### config.mk
export PLATFORM = sky130hd
export DESIGN_NAME = pipelined_carry_adder
export DESIGN_NICKNAME = d
export VERILOG_FILES = /design/src/rtl/pipelined_carry_adder.sv
export SDC_FILE = /design/constraint.sdc
export NUM_CORES = 1
export LEC_CHECK = 0
export BUFFER_PORTS_ARGS = -buffer_cell sky130_fd_sc_hd__buf_2
export CAP_MARGIN = 20
export CELL_PAD_IN_SITES_DETAIL_PLACEMENT = 0
export CELL_PAD_IN_SITES_GLOBAL_PLACEMENT = 1
export CORE_ASPECT_RATIO = 1.5
export CORE_MARGIN = 5
export CORE_UTILIZATION = 40
export DETAILED_ROUTE_END_ITERATION = 12
export GPL_TIMING_DRIVEN = 0
export PLACE_DENSITY_LB_ADDON = 0.1
export SLEW_MARGIN = 20
export SYNTH_ARGS = -nofsm -noshare
export SYNTH_HDL_FRONTEND = slang
export SYNTH_SLANG_ARGS = --single-unit
### constraint.sdc
create_clock -name clock -period 2.8 [get_ports clock]
set_clock_uncertainty 0.15 [all_clocks]
set_input_delay 0.7 -clock clock [delete_from_list [all_inputs] [get_ports clock]]
set_output_delay 0.7 -clock clock [all_outputs]
set_load 0.02 [all_outputs]
### src/rtl/pipelined_carry_adder.sv
// Pipelined add/subtract: a BITS-wide carry chain cut into STAGES registered
// segments, with valid/ready handshakes at both ends and signed overflow.
module pipelined_carry_adder #(
    parameter int BITS   = 8,
    parameter int STAGES = 2
) (
    input  logic            clock,
    input  logic            reset_n,
    input  logic            in_valid,
    output logic            in_ready,
    input  logic [BITS-1:0] A,
    input  logic [BITS-1:0] B,
    input  logic            cin,
    input  logic            sub,
    output logic            out_valid,
    input  logic            out_ready,
    output logic [BITS-1:0] sum,
    output logic            carry,
    output logic            overflow
);

    localparam int SAFE_STAGES = (STAGES < 1) ? 1 : STAGES;
    localparam int SEG         = BITS / SAFE_STAGES;
    localparam int LAST        = SAFE_STAGES - 1;

    generate
        if (STAGES < 1 || (BITS % SAFE_STAGES) != 0) begin : g_bad_params
            $error("pipelined_carry_adder: BITS must be a multiple of STAGES and STAGES >= 1");
        end
    endgenerate

    // Per-stage registers: operands travel along so later stages can resolve
    // their upper slices; res_r accumulates the already-resolved low bits.
    logic [SAFE_STAGES-1:0] v_r;
    logic [BITS-1:0]        a_r   [SAFE_STAGES];
    logic [BITS-1:0]        b_r   [SAFE_STAGES];
    logic [BITS-1:0]        res_r [SAFE_STAGES];
    logic [SAFE_STAGES-1:0] c_r;
    logic [SAFE_STAGES-1:0] ovf_r;

    logic [BITS-1:0]        a_in_s   [SAFE_STAGES];
    logic [BITS-1:0]        b_in_s   [SAFE_STAGES];
    logic [BITS-1:0]        res_in_s [SAFE_STAGES];
    logic [BITS-1:0]        res_nx_s [SAFE_STAGES];
    logic [SEG:0]           seg_s    [SAFE_STAGES];
    logic [SAFE_STAGES-1:0] c_in_s;
    logic [SAFE_STAGES-1:0] v_in_s;
    logic [SAFE_STAGES-1:0] c_nx_s;
    logic [SAFE_STAGES-1:0] ovf_nx_s;
    logic [SAFE_STAGES-1:0] adv_s;
    logic                   room_s;

    // Stage inputs: stage 0 takes the ports (with B inverted for subtract), later stages the previous register.
    always_comb begin
        v_in_s      = {SAFE_STAGES{1'b0}};
        c_in_s      = {SAFE_STAGES{1'b0}};
        a_in_s[0]   = A;
        b_in_s[0]   = sub ? ~B : B;
        c_in_s[0]   = cin ^ sub;
        res_in_s[0] = {BITS{1'b0}};
        v_in_s[0]   = in_valid;
        for (int k = 1; k < SAFE_STAGES; k++) begin
            a_in_s[k]   = a_r[k-1];
            b_in_s[k]   = b_r[k-1];
            c_in_s[k]   = c_r[k-1];
            res_in_s[k] = res_r[k-1];
            v_in_s[k]   = v_r[k-1];
        end
    end

    // Segment arithmetic; carry into a segment MSB is recovered as sum ^ a ^ b at that bit.
    always_comb begin
        c_nx_s   = {SAFE_STAGES{1'b0}};
        ovf_nx_s = {SAFE_STAGES{1'b0}};
        for (int k = 0; k < SAFE_STAGES; k++) begin
            seg_s[k] = {1'b0, a_in_s[k][k*SEG +: SEG]}
                     + {1'b0, b_in_s[k][k*SEG +: SEG]}
                     + {{SEG{1'b0}}, c_in_s[k]};
            res_nx_s[k]                 = res_in_s[k];
            res_nx_s[k][k*SEG +: SEG]   = seg_s[k][SEG-1:0];
            c_nx_s[k]   = seg_s[k][SEG];
            ovf_nx_s[k] = seg_s[k][SEG] ^ (seg_s[k][SEG-1]
                        ^ a_in_s[k][k*SEG+SEG-1] ^ b_in_s[k][k*SEG+SEG-1]);
        end
    end

    // Stage k may load when it or any stage downstream has a hole, or the consumer takes the result.
    always_comb begin
        room_s = out_ready;
        adv_s  = {SAFE_STAGES{1'b0}};
        for (int k = LAST; k >= 0; k--) begin
            room_s   = room_s | ~v_r[k];
            adv_s[k] = room_s;
        end
    end

    // Pipeline registers; data only loads with a valid op so outputs hold through bubbles.
    always_ff @(posedge clock or negedge reset_n) begin
        if (!reset_n) begin
            v_r   <= {SAFE_STAGES{1'b0}};
            c_r   <= {SAFE_STAGES{1'b0}};
            ovf_r <= {SAFE_STAGES{1'b0}};
            for (int k = 0; k < SAFE_STAGES; k++) begin
                a_r[k]   <= {BITS{1'b0}};
                b_r[k]   <= {BITS{1'b0}};
                res_r[k] <= {BITS{1'b0}};
            end
        end else begin
            for (int k = 0; k < SAFE_STAGES; k++) begin
                if (adv_s[k]) begin
                    v_r[k] <= v_in_s[k];
                    if (v_in_s[k]) begin
                        a_r[k]   <= a_in_s[k];
                        b_r[k]   <= b_in_s[k];
                        res_r[k] <= res_nx_s[k];
                        c_r[k]   <= c_nx_s[k];
                        ovf_r[k] <= ovf_nx_s[k];
                    end
                end
            end
        end
    end

    assign in_ready  = adv_s[0];
    assign out_valid = v_r[LAST];
    assign sum       = res_r[LAST];
    assign carry     = c_r[LAST];
    assign overflow  = ovf_r[LAST];

endmodule

Yosys cells after proc, flatten, opt, wreduce, memory -nomap -nowiden --
Index checks and enable logic that the tools add are counted.
Storage, ports and cells: output and inout port bits 12, register bits 33, input port bits 22, logic and storage cells 25
Cells by class: mux-type cells 1, bitwise logic cells 9, add/subtract/negate cells 4, reduce and logical (&&, ||, !) cells 2
Operator list (number):
- adder 4 x 4 -> 5 bit | 2
- adder 5 x 1 -> 5 bit | 2
- two-way mux 8 bit | 1
- inverter 8 bit | 1
- AND reduction 2 bit | 2
- bitwise XOR 1 bit | 4
- inverter 1 bit | 2
- OR 1 bit | 2

Longest topological paths before layout --
depth after elaboration 5, gate-level depth with buffers 8, depth with buffers taken out 8

Worst setup path after synthesis --
No wires, ideal clock.
path type input -> register, start input port sub, end register c_r[0], stages 7, setup time 0.129 ns, data required time 2.521 ns, buffers on the path 1, arrival 2.254 ns, slack 0.266 ns, cell sequence buf_2 xor2_1 fa_1 fa_1 a21o_1 a21oi_1 o21ai_0
On the way: word-level cells in the longest chain between the ends 3, elaborated cells between the ends (all ways) 4, those cells by class add/sub (2); mux (1); bitwise (1)
Ends and longest elaborated chain:
- start: declaration | RTL line 14 | input logic sub,
- two-way mux 8 bit | RTL line 58 | b_in_s[0] = sub ? ~B : B;
- adder 4 x 4 -> 5 bit | RTL line 77 | + {1'b0, b_in_s[k][k*SEG +: SEG]}
- adder 5 x 1 -> 5 bit (*) | RTL line 78 | + {{SEG{1'b0}}, c_in_s[k]};
- end signal: assignment | RTL line 101 | c_r <= {SAFE_STAGES{1'b0}};
- end signal: indexed assignment | RTL line 116 | c_r[k] <= c_nx_s[k];
- end: declaration | RTL line 38 | logic [SAFE_STAGES-1:0] c_r;
Mark *: on every way between the ends. The rest lies on a longest branch, timed or not. A chain may end at the register's enable or synchronous reset.

Worst setup path in the final report --
Ends and elaborated chain as after synthesis.

==> results.cfg <==
[run_status]
run_status = finished, final reports clean

[worst_setup_path]
path_class = input port to register
endpoint_kind = register
crit_family = adder cells
worst_path_most_repeated_cell = fa_1
worst-path-buf-inv = 1
path_max_fanout = 9
slowest_stage = fa_1
slowest_delay_ns = 0.46
arrival_ns = 2.40
cp_cell_sequence = buf_2 > xor2_1 > fa_1 > fa_1 > a21o_1 > a21oi_1 > o21ai_0
cp-start-kind = input port
crit_required_ns = 2.79

[flow_run]
drv_cap = 0

[global_routing]
grt_pass1_vias = 935
grt_max_degree = 26
busiest_layer = met2
antenna_found_initial = 0
grt_pass1_wl_mm = 3.981
grt_use_met2 = 0.1967
grt.overflow.total = 0
grt_usage = 0.1120
grt_use_met1 = 0.1310
use_met3 = 0.01618

[floorplan]
design.core.area_mm2 = 0.003128
io_pins = 34
initial_core_util = 0.4116
die_height_um = 79.49
die-area_mm2 = 0.004477
fp.dieW_um = 56.32
rows = 25

[place]
gp_congestion = 0.6635
hpwl_mm = 1.806
port_buffers = 32

[timing]
rsz0062_at_grt = no
finalHoldViolCount = 0
whs_ns = 0.2663
min_period_over_period = 0.8588
maxSlewViolCount = 0
tightest_slew_ns = 0.5613
relSlewSlack = 0.6258
timing.fmax_mhz = 415.9
setup_tns_ns = 0
min_period_ns = 2.405
setup_viol = 0

[routing]
drtIter0Drc = 19
dr.pass1.iters = 2
ant_nets = 0
drt-total-wl_mm = 2.307
routedWlPerCell_um = 12.68
via_per_inst = 4.681
drc = 0
dr_total_vias = 852

[clock_tree]
post_cts_buffers = 0
cts_buffers = 3
cts_resized = 0
cts.root.buffer_cell = clkbuf_8
path_clk_slew_ns = 0.09
clock_path_buffers = 2
cts_tree = done
cts_max_level = 1
holdBufCountCts = 0
clk-insertion-delay-late_ns = 0.26
numClockSinks = 25

[power_and_ir_drop]
vdd_drop_max_v = 0.0003481
power-per-cell-area_mw_per_mm2 = 770.6
switching_power_uw = 406.7
pwr-share-comb = 0.384
switching_share = 0.3421
p_leak_uw = 0.0007548
internal_power_uw = 782.1
power.share.sequential = 0.438
p_clk_frac = 0.178

[yosys]
synthAdderAreaFrac = 0.1205
yosys.area_share.simple = 0.07191
synth-xor-area-share = 0.1127
synth.mux.area_fraction = 0.1050
synth_compound_area_frac = 0.08066
synth-seq-cells = 25
synth_top_family_by_area = adder cells
syn_nets = 138
synth_cells = 106
ys_types = 23
yosys_warnings = 0
syn-mean-instance-area_um2 = 12.15
yosysSeqAreaShare = 0.4859
syn_area_mm2 = 0.001287

[finish]
area_growth_pct = 19.83
num_antenna_cells = 0
layout-drive-gt1-share = 0.3028
fin_nets = 175

[min_path]
hp-class = input port to async pin
-- path summary, 6_finish.rpt --
check	start	cells past startpoint	slack (ns)	end
min in group clock	sum[6]	2	0.33	sum[6]
max in group asynchronous	reset_n	1	1.86	sum[4]
setup / recovery	sub	7	0.40	c_r[0]
hold / removal	reset_n	1	0.27	ovf_r[1]
hold reg to reg	sum[6]	2	0.33	sum[6]
setup reg to reg	a_in_s[4]	6	0.64	ovf_r[1]
-- through the flow --
stage / instance area, um^2 / setup WS (ns) / std cells / util / total power, uW
2_1_floorplan: 1287 / 0.2664 / 106 / - / 850.9
3_3_place_gp: 1498 / 0.07184 / 178 / 0.4788 / 984.4
3_5_place_dp: 1498 / 0.08311 / 178 / 0.4788 / 998.6
4_1_cts: 1543 / 0.3695 / 182 / 0.4932 / 1211
5_1_grt: 1543 / 0.3304 / 182 / 0.4932 / 1277
6_report: 1543 / 0.3954 / 182 / 0.4932 / 1189
-- worst reg2reg max path: stages (launching register included) --
cell	delay (ns)
dfrtp_1	0.41
fa_1	0.46
a21o_1	0.21
a21oi_2	0.15
xnor2_1	0.17
xnor3_1	0.43
o21ai_1	0.11
-- cell families (layout without fill, tap and decap cells) --
| family | Yosys count | after routing |
|---|---|---|
| buffers and inverters | 7 | 43 |
| adders and majority gates | 10 | 10 |
| and+or+nand+nor | 19 | 19 |
| AOI/OAI and AO/OA | 18 | 18 |
| muxes | 12 | 12 |
| xor gates and xnor gates | 15 | 15 |
| DFF | 25 | 25 |
-- cell usage in the layout (no fill, tap or decap) --
master,count
mux2_2,3
nor2b_1,1
o21ai_0,9
nand3b_1,1
xor2_1,8
nand2b_1,3
dfrtp_1,25
o21ai_1,1
o21a_1,1
a21o_1,3
nor2_4,1
xnor3_1,1
mux2_1,9
xnor2_1,6
nor2_1,1
clkbuf_1,2
ha_1,6
a21oi_1,3
inv_1,3
a21oi_2,1
buf_2,35
nand2_1,12
clkbuf_8,3
fa_1,4
-- cells in the mapped netlist, drive strengths merged --
cell type / instances / area share
mux2: 12 / 0.10
xnor2: 6 / 0.041
clkbuf: 1 / 0.0029
buf: 3 / 0.012
nor2b: 1 / 0.0049
fa: 4 / 0.062
xnor3: 1 / 0.017
nand2b: 3 / 0.015
dfrtp: 25 / 0.49
a21o: 3 / 0.017
ha: 6 / 0.058
nor2: 2 / 0.012
inv: 3 / 0.0087
nand3b: 1 / 0.0058
o21ai: 10 / 0.039
xor2: 8 / 0.054
o21a: 1 / 0.0058
a21oi: 4 / 0.018
nand2: 12 / 0.035
-- cell type report --
type	instances	area [um^2]
Buffer	4	18.77
Clock buffer	4	45.04
Fill cell	325	1585
Inverter	3	11.26
Multi-Input combinational cell	74	631.9
Sequential cell	25	625.6
Tap cell	40	50.05
Timing Repair Buffer	32	160.2
-- per-layer routing --
| metal | vias up | wire (um) | part of all wire |
|---|---|---|---|
| li1 | 423 | - | - |
| met1 | 404 | 950 | 0.41 |
| met2 | 23 | 1199 | 0.52 |
| met3 | 2 | 123 | 0.053 |
| met4 | 0 | 34 | 0.015 |
| met5 | - | 0 | 0 |
-- sequential cells by signal, indices dropped and copies added, names as in the netlist --
signal,count
sum,8
a_in_s,4
b_in_s,4
res_in_s,4
c_r,2
v_r,2
ovf_r,1
-- power groups by stage --
stage	registers, uW	logic [uW]	clock network, uW
2_1_floorplan	608	243	0
3_3_place_gp	525	459	0
3_5_place_dp	530	468	0
4_1_cts	523	470	219
5_1_grt	532	510	234
6_report	520	457	212
(Power assumes the default switching activity.)
